**src/rtl/usb_packet_tx_pkg.sv**
```systemverilog
// +----------------------------------------------------------------------+
// | usb_packet_tx_pkg : PID codes, CRC16 constants and tx FSM states      |
// | Revision 1.0                                                          |
// +----------------------------------------------------------------------+
`default_nettype none

package usb_packet_tx_pkg;

  typedef logic [3:0] pid_t;

  localparam pid_t PID_ACK   = 4'b0010;
  localparam pid_t PID_NAK   = 4'b1010;
  localparam pid_t PID_STALL = 4'b1110;
  localparam pid_t PID_DATA0 = 4'b0011;
  localparam pid_t PID_DATA1 = 4'b1011;

  localparam logic [15:0] CRC16_POLY_REV = 16'hA001;
  localparam logic [15:0] CRC16_INIT     = 16'hFFFF;

  typedef enum logic [2:0] {
    ST_IDLE   = 3'd0,
    ST_PID    = 3'd1,
    ST_DATA   = 3'd2,
    ST_CRC_LO = 3'd3,
    ST_CRC_HI = 3'd4,
    ST_DONE   = 3'd5
  } tx_state_t;

  function automatic logic [7:0] pid_byte(input pid_t p);
    return {~p, p};
  endfunction

  function automatic logic pid_is_data(input pid_t p);
    return (p == PID_DATA0) || (p == PID_DATA1);
  endfunction

  function automatic logic pid_is_handshake(input pid_t p);
    return (p == PID_ACK) || (p == PID_NAK) || (p == PID_STALL);
  endfunction

  function automatic logic pid_supported(input pid_t p);
    return pid_is_data(p) || pid_is_handshake(p);
  endfunction

endpackage

`default_nettype wire

```
**src/rtl/usb_crc16.sv**
```systemverilog
// +----------------------------------------------------------------------+
// | usb_crc16 : byte-wise USB CRC16 update, LSB first, reflected poly     |
// | Revision 1.0                                                          |
// +----------------------------------------------------------------------+
`default_nettype none

module usb_crc16
  import usb_packet_tx_pkg::*;
(
  input  logic [15:0] crc_in,
  input  logic [7:0]  data,
  output logic [15:0] crc_out
);

  logic [15:0] w_crc;

  always_comb begin
    w_crc = crc_in;
    for (int i = 0; i < 8; i++) begin
      if (w_crc[0] ^ data[i]) w_crc = (w_crc >> 1) ^ CRC16_POLY_REV;
      else                    w_crc = w_crc >> 1;
    end
  end

  assign crc_out = w_crc;

endmodule

`default_nettype wire

```
**src/rtl/usb_packet_tx.sv**
```systemverilog
// +----------------------------------------------------------------------+
// | usb_packet_tx : serialises handshake / data packets (PID, payload,    |
// | CRC16) to the SIE. Option macro USB_TX_TOGGLE_EN: DATA0/1 toggling.   |
// | Revision 1.0                                                          |
// +----------------------------------------------------------------------+
`default_nettype none

module usb_packet_tx
  import usb_packet_tx_pkg::*;
#(
  parameter int MAX_PAYLOAD = 64
) (
  input  logic       clk,
  input  logic       reset,
  input  logic       cmd_valid,
  output logic       cmd_ready,
  input  pid_t       cmd_pid,
  input  logic [7:0] data_in,
  input  logic       data_valid,
  input  logic       data_last,
  output logic       data_ready,
  input  logic       data_empty,
  output logic [7:0] tx_data,
  output logic       tx_valid,
  input  logic       tx_ready,
  output logic       busy,
  output logic       done,
  output logic       err_underrun
`ifdef USB_TX_TOGGLE_EN
  ,
  input  logic       ack_rcvd,
  input  logic       setup_rcvd,
  output logic       toggle
`endif
);

  localparam int                 c_cnt_w   = $clog2(MAX_PAYLOAD + 1);
  localparam logic [c_cnt_w-1:0] c_max_cnt = c_cnt_w'(MAX_PAYLOAD);

  tx_state_t          r_state, w_state;
  logic [7:0]         r_tx_data, w_tx_data;
  logic               r_tx_valid, w_tx_valid;
  logic               r_busy, w_busy;
  logic               r_done, w_done;
  logic               r_err, w_err;
  logic [15:0]        r_crc, w_crc, w_crc_upd;
  logic [c_cnt_w-1:0] r_count, w_count, w_count_inc;
  logic               r_is_data, w_is_data;
  logic               r_empty, w_empty;
  logic               r_last, w_last;
  logic               w_fetch_slot, w_fetch, w_finish;
  pid_t               w_pid_sel;

  usb_crc16 u_crc16 (
    .crc_in  (r_crc),
    .data    (data_in),
    .crc_out (w_crc_upd)
  );

`ifdef USB_TX_TOGGLE_EN
  logic r_toggle;

  always_ff @(posedge clk or negedge reset) begin
    if (!reset)          r_toggle <= 1'b0;
    else if (setup_rcvd) r_toggle <= 1'b1;
    else if (ack_rcvd)   r_toggle <= ~r_toggle;
  end

  assign toggle    = r_toggle;
  assign w_pid_sel = pid_is_data(cmd_pid) ? (r_toggle ? PID_DATA1 : PID_DATA0) : cmd_pid;
`else
  assign w_pid_sel = cmd_pid;
`endif

  assign w_count_inc = r_count + c_cnt_w'(1);
  // A payload byte is pulled when the SIE takes the PID of a non-empty data
  // packet or a payload byte that was not the last one.
  assign w_fetch_slot = ((r_state == ST_PID) && r_is_data && !r_empty) ||
                        ((r_state == ST_DATA) && !r_last);
  assign data_ready   = w_fetch_slot && tx_ready && data_valid;
  assign cmd_ready    = (r_state == ST_IDLE);

  always_comb begin
    w_state    = r_state;
    w_tx_data  = r_tx_data;
    w_tx_valid = r_tx_valid;
    w_busy     = r_busy;
    w_done     = 1'b0;
    w_err      = 1'b0;
    w_crc      = r_crc;
    w_count    = r_count;
    w_is_data  = r_is_data;
    w_empty    = r_empty;
    w_last     = r_last;
    w_fetch    = 1'b0;
    w_finish   = 1'b0;

    case (r_state)
      ST_IDLE: begin
        if (cmd_valid) begin
          if (pid_supported(cmd_pid)) begin
            w_state    = ST_PID;
            w_tx_data  = pid_byte(w_pid_sel);
            w_tx_valid = 1'b1;
            w_busy     = 1'b1;
            w_is_data  = pid_is_data(cmd_pid);
            w_empty    = data_empty;
            w_crc      = CRC16_INIT;
            w_count    = '0;
            w_last     = 1'b0;
          end else begin
            w_done = 1'b1;
          end
        end
      end
      ST_PID: begin
        if (tx_ready) begin
          if (!r_is_data) begin
            w_finish = 1'b1;
          end else if (r_empty) begin
            w_state   = ST_CRC_LO;
            w_tx_data = ~r_crc[7:0];
          end else begin
            w_fetch = 1'b1;
          end
        end
      end
      ST_DATA: begin
        if (tx_ready) begin
          if (r_last) begin
            w_state   = ST_CRC_LO;
            w_tx_data = ~r_crc[7:0];
          end else begin
            w_fetch = 1'b1;
          end
        end
      end
      ST_CRC_LO: begin
        if (tx_ready) begin
          w_state   = ST_CRC_HI;
          w_tx_data = ~r_crc[15:8];
        end
      end
      ST_CRC_HI: begin
        if (tx_ready) w_finish = 1'b1;
      end
      ST_DONE: begin
        w_state = ST_IDLE;
      end
      default: begin
        w_state = ST_IDLE;
      end
    endcase

    if (w_fetch) begin
      if (data_valid) begin
        w_state   = ST_DATA;
        w_tx_data = data_in;
        w_crc     = w_crc_upd;
        w_count   = w_count_inc;
        w_last    = data_last || (w_count_inc == c_max_cnt);
      end else begin
        // Dropping tx_valid mid-packet makes the SIE emit EOP; host sees bad CRC.
        w_state    = ST_IDLE;
        w_tx_valid = 1'b0;
        w_busy     = 1'b0;
        w_err      = 1'b1;
        w_crc      = CRC16_INIT;
        w_count    = '0;
      end
    end

    if (w_finish) begin
      w_state    = ST_DONE;
      w_tx_valid = 1'b0;
      w_busy     = 1'b0;
      w_done     = 1'b1;
      w_crc      = CRC16_INIT;
      w_count    = '0;
    end
  end

  always_ff @(posedge clk or negedge reset) begin
    if (!reset) begin
      r_state    <= ST_IDLE;
      r_tx_data  <= 8'h00;
      r_tx_valid <= 1'b0;
      r_busy     <= 1'b0;
      r_done     <= 1'b0;
      r_err      <= 1'b0;
      r_crc      <= CRC16_INIT;
      r_count    <= '0;
      r_is_data  <= 1'b0;
      r_empty    <= 1'b0;
      r_last     <= 1'b0;
    end else begin
      r_state    <= w_state;
      r_tx_data  <= w_tx_data;
      r_tx_valid <= w_tx_valid;
      r_busy     <= w_busy;
      r_done     <= w_done;
      r_err      <= w_err;
      r_crc      <= w_crc;
      r_count    <= w_count;
      r_is_data  <= w_is_data;
      r_empty    <= w_empty;
      r_last     <= w_last;
    end
  end

  assign tx_data      = r_tx_data;
  assign tx_valid     = r_tx_valid;
  assign busy         = r_busy;
  assign done         = r_done;
  assign err_underrun = r_err;

endmodule

`default_nettype wire

```
**config.mk**
```make
export PLATFORM = sky130hd
export DESIGN_NAME = usb_packet_tx
export DESIGN_NICKNAME = d
export VERILOG_FILES = /design/src/rtl/usb_packet_tx_pkg.sv /design/src/rtl/usb_crc16.sv /design/src/rtl/usb_packet_tx.sv
export SDC_FILE = /design/constraint.sdc
export NUM_CORES = 1
export LEC_CHECK = 0
export CORE_MARGIN = 4
export CORE_UTILIZATION = 35
export DETAILED_ROUTE_END_ITERATION = 8
export GPL_TIMING_DRIVEN = 0
export PLACE_DENSITY = 0.66
export SLEW_MARGIN = 30
export SYNTH_ARGS = -nofsm -noshare
export SYNTH_HDL_FRONTEND = slang
export SYNTH_SLANG_ARGS = --single-unit
```
**constraint.sdc**
```tcl
create_clock -name clk -period 2.7 [get_ports clk]
set_input_delay 0.675 -clock clk [delete_from_list [all_inputs] [get_ports clk]]
set_output_delay 0.675 -clock clk [all_outputs]
set_load 0.01 [all_outputs]
```
; Word-level counts from Yosys, hierarchy flattened
; Index checks and enable logic that the tools add are counted.
[classes]
n_reduce_logical = 20
mux = 76
eq_ne = 19
n_addsub = 1
bitwise = 19
[op_table]
columns = operator, n
row1 = two-way mux 16 bit, 14
row2 = two-way mux 8 bit, 10
row3 = two-way mux 7 bit, 6
row4 = one-hot mux 8 bit (4 select lines), 1
row5 = two-way mux 1 bit, 31
row6 = two-way mux 3 bit, 10
row7 = != test 4 bit (second input constant), 6
row8 = inverter 2 -> 3 bit, 8
row9 = inverter 8 bit, 2
row10 = one-hot mux 3 bit (5 select lines), 1
row11 = equality test 4 bit (second input constant), 3
row12 = AND reduction 9 bit, 1
row13 = nonzero test 3 bit, 3
row14 = equality test 4 x 2 -> 1 bit (second input constant), 2
row15 = XOR 1 bit, 8
row16 = adder 7 x 1 -> 7 bit (second input constant), 1
row17 = equality test 7 bit (second input constant), 1
row18 = equality test 3 x 2 -> 1 bit (second input constant), 2
row19 = logical OR 1 bit, 6
row20 = AND reduction 3 bit, 2
row21 = logical AND 1 bit, 5
row22 = != test 4 x 1 -> 1 bit (second input constant), 1
row23 = != test 4 x 2 -> 1 bit (second input constant), 1
row24 = inverter 4 bit, 1
row25 = 7 further kinds, 9
[totals]
register_bits = 41
word_cells = 146
inputBits = 19

; Depth between registers and ports, before layout
[depth]
depth_word = 19
depth_mapped = 7
mapped_depth_nobuf = 5

; Cells and area by module
; A second synthesis with hierarchy kept.
[unflattened]
cells_unflattened = 280
area_unflattened_um2 = 2687.6
[modules_own_cells]
columns = module, seq_area_each_um2, cells_per_inst, instances, area_per_inst_um2
row1 = usb_packet_tx, 1046.0, 254, 1, 2436.1
row2 = usb_crc16, 0.0, 26, 1, 251.5

; Least setup slack after synthesis
; Ideal clock, no wire load.
[synth_path]
path_kind = input to output
startpoint = input tx_ready
endpoint = output data_ready
arrival_ns = 1.536
n_path_buf = 1
stages = 4
setup_slack_ns = 0.489
cell_sequence = nor2b_1 > o211ai_1 > inv_2 > clkbuf_1
[synth_via]
elab_chain_len = 2
[synth_lines]
columns = item, line_no
row1 = start: declaration, usb_packet_tx.sv:25  ; input logic tx_ready,
row2 = logical AND 1 bit (2 in series), usb_packet_tx.sv:80  ; assign data_ready = w_fetch_slot && tx_ready && data_valid;
row3 = end: declaration, usb_packet_tx.sv:21  ; output logic data_ready,
; No other way between the ends.

; Worst setup path in the final report
; Same ends and word-level chain as after synthesis.

==> summary.txt <==
Die
  • Core area: 0.00676 mm²
  • Die W: 91.1 µm
  • Initial core utilization: 0.357
  • Ports: 33
  • Chip height: 91.1 µm
  • Total die area: 0.00829 mm²
  • Row cnt: 30

Clock network
  • Num CTS Buffers: 5
  • CTS root buf: clkbuf_8
  • Hold buffer count at CTS: 0
  • Clock-pin slew on the worst setup and hold paths: 0.07 ns
  • H-tree depth: 2
  • Clk Latency, worst-skew pair: 0.29 ns
  • CTS max path bufs: 2
  • Clk sinks: 41
  • CTS tree: built

Setup path
  • Top Family by Delay on Critical Path: buffers and inverters
  • Crit path capture type: output pin
  • Setup CP Type: in2out
  • CP arrival: 1.89 ns
  • Critical Path RT: 2.03 ns
  • Top cell by count, worst path: clkdlybuf4s15_1
  • Crit-path max cell delay: 0.29 ns
  • Buf/Inv on CP: 4
  • Crit-path cells: clkdlybuf4s15_1, nor2b_4, o211ai_1, inv_2, clkbuf_4, clkdlybuf4s15_1
  • CP Launch Type: input pin
  • Critical path's slowest cell: clkdlybuf4s15_1
  • CP Max Fanout: 10

Layout
  • Filler Cell Count: 687
  • Share of cells above drive strength 1: 0.163
  • Total Nets Final: 325
  • Area Growth Syn to Fin: 24.8%
  • ANT cells: 0

Logic synthesis
  • Post-synthesis adder-cell area fraction: 0.00518
  • Synth unique cells: 54
  • Number of flops mapped to enable cells by yosys: 0
  • Synth Area in Simple Gates: 0.173
  • Dominant synthesized flop cell: dfrtp_1
  • Syn_area_per_cell: 9.32 µm²
  • XOR/XNOR Fraction of Synth Area: 0.101
  • #FFs+latches synth: 41
  • Seq/Total Area, Yosys: 0.433
  • Cell area after synthesis: 0.00241 mm²
  • Post-Synthesis Cells: 259
  • Main combinational cell family by area after synthesis: compound AO/OA/AOI/OAI gates
  • Async SR Flop Fraction: 1.00
  • Syn Nets: 279
  • Mux contribution to synthesized area: 0
  • Compound-Gate Fraction of Synth Area: 0.257
  • Synth warnings: 0

Placement
  • GPL Wtd Cong: 0.857
  • Post-DP HPWL: 4600 µm
  • Place WS: -1.00 ns
  • IO buf count: 32

Drt
  • DR WL/cell: 16.5 µm
  • DRC viols: 0
  • Routed vias: 2116
  • Post-route ant nets: 0
  • Pre-antenna DRT Iters: 4
  • Via/cell ratio: 5.48
  • Routed Wire Length: 6380 µm
  • DR iter-0 viols: 122

Power and ir drop
  • VDD IR max: 0.263 mV
  • Power per cell area: 1030 mW/mm²
  • P_leak: 0.00123 µW
  • Overall power: 3100 µW

Run
  • Number of max-cap violations: 0

Timing
  • Final Cycle Share: 0.951
  • Final Hold Viols: 0
  • Peak Freq: 0.389 GHz
  • Rel. slew slack: 0.551
  • Post-layout min period: 2.57 ns
  • Slew @ Worst Pin: 0.666 ns
  • Pins over their slew limit: 0
  • Clock skew: 0.00251 ns
  • Setup ws final: 0.131 ns
  • Final setup fails: 0

Run status
  • Status: finished clean

GRT
  • GR Util All Layers: 0.162
  • Initial antenna violation count: 0
  • GRT Residual Overflow: 0
  • Global-route wire length before repair: 10700 µm
  • Largest net degree at the start of global routing: 30
  • Number of global-route vias before repair: 2114

Min path
  • Worst Hold Class: in2async
[power breakdown]
group          leakage, µW  switching (µW)  internal (µW)  total (µW)
Clock            0.0000395             205            184         389
Combinational     0.000691             836            791        1630
Sequential        0.000496             195            884        1080
[layout by cell type, fill, tap and decap left out, types with 4 or more instances in the layout]
master	count
a21oi_1	17
a22oi_1	4
a31oi_1	11
buf_2	6
buf_4	7
clkbuf_1	6
clkbuf_8	5
clkdlybuf4s50_1	28
dfrtp_1	24
dfstp_2	16
nand2_1	19
nand2b_1	6
nand3_1	8
nor2_1	33
nor2b_1	6
o21a_1	5
o21ai_0	20
o22a_1	5
xnor2_1	8
xor2_1	9
[timing repair]
item	CTS	global route
gates resized for setup	8	6
pin swaps	2	2
gates cloned	0	0
endpoints found under the setup margin	11	1
setup buffers	4	2
[final cells by class]
type,instances,area (µm²),area share
repair buffers,39,383,0.127
inverters,5,18.8,0.00623
multi-input cells,201,1320,0.439
well taps,80,100,0.0332
plain buffers,12,62.6,0.0208
flip-flops and latches,41,1050,0.348
clock buffers,8,80.1,0.0266
[flip-flops by register name, summed over array words and instances, names as in the netlist]
signal,cells
r_crc,16
tx_data,8
r_count,7
r_state,3
busy,1
done,1
err_underrun,1
r_empty,1
r_is_data,1
r_last,1
tx_valid,1
[routing by layer]
layer	routed length (µm)	GRT usage
met4	146	0.0578
met5	0	0
met1	2820	0.215
met2	3070	0.255
met3	339	0.0406
[path summary, 6_finish.rpt]
| check | end | slack (ns) | startpoint | cells after the start |
|---|---|---|---|---|
| worst max-delay path | data_ready | 0.13 | tx_ready | 6 |
| worst min-delay path | r_state[0]$_DFFE_PN0P_ | 0.28 | reset | 1 |
| worst max register to register | r_crc[6]$_DFFE_PN1P_ | 0.55 | r_state[0]$_DFFE_PN0P_ | 7 |
| worst min register to register | tx_valid$_DFF_PN0_ | 0.50 | tx_valid$_DFF_PN0_ | 1 |
| max in group asynchronous | r_crc[0]$_DFFE_PN1P_ | 1.89 | reset | 2 |
| min in group clk | tx_valid$_DFF_PN0_ | 0.50 | tx_valid$_DFF_PN0_ | 1 |
[synthesized netlist by cell type, types with 4 or more instances]
library cell | instances | area [µm²]
nor2_1 | 33 | 124
o21ai_0 | 20 | 100
xor2_1 | 9 | 78.8
dfrtp_1 | 25 | 626
buf_2 | 6 | 30.0
nand2_1 | 19 | 71.3
xnor2_1 | 8 | 70.1
nand3_1 | 8 | 40.0
nor2b_1 | 7 | 43.8
o22a_1 | 5 | 43.8
o21a_1 | 5 | 37.5
clkbuf_1 | 4 | 15.0
dfstp_2 | 16 | 420
a22oi_1 | 4 | 30.0
a21oi_1 | 17 | 85.1
nand2b_1 | 6 | 37.5
a31oi_1 | 11 | 68.8
[cell families (layout without fill, tap and decap cells)]
family / count (synthesis) / in the layout
compound gates: 92 / 92
simple gates: 86 / 86
flops: 41 / 41
xor+xnor: 22 / 22
buf+inv: 17 / 64
fa+ha+maj: 1 / 1
[stage by stage]
step / std cells / hold slack (ns) / utilization / setup TNS, ns / area, µm²
4_1_cts: 384 / 0.284 / 0.442 / 0 / 2980
2_1_floorplan: 259 / 0.379 / - / 0 / 2410
3_5_place_dp: 372 / 0.483 / 0.422 / -6.69 / 2850
3_3_place_gp: 371 / 0.479 / 0.420 / -8.25 / 2840
6_report: 386 / 0.278 / 0.446 / 0 / 3010
5_1_grt: 386 / 0.296 / 0.446 / -0.0261 / 3010
(Power assumes the default switching activity.)
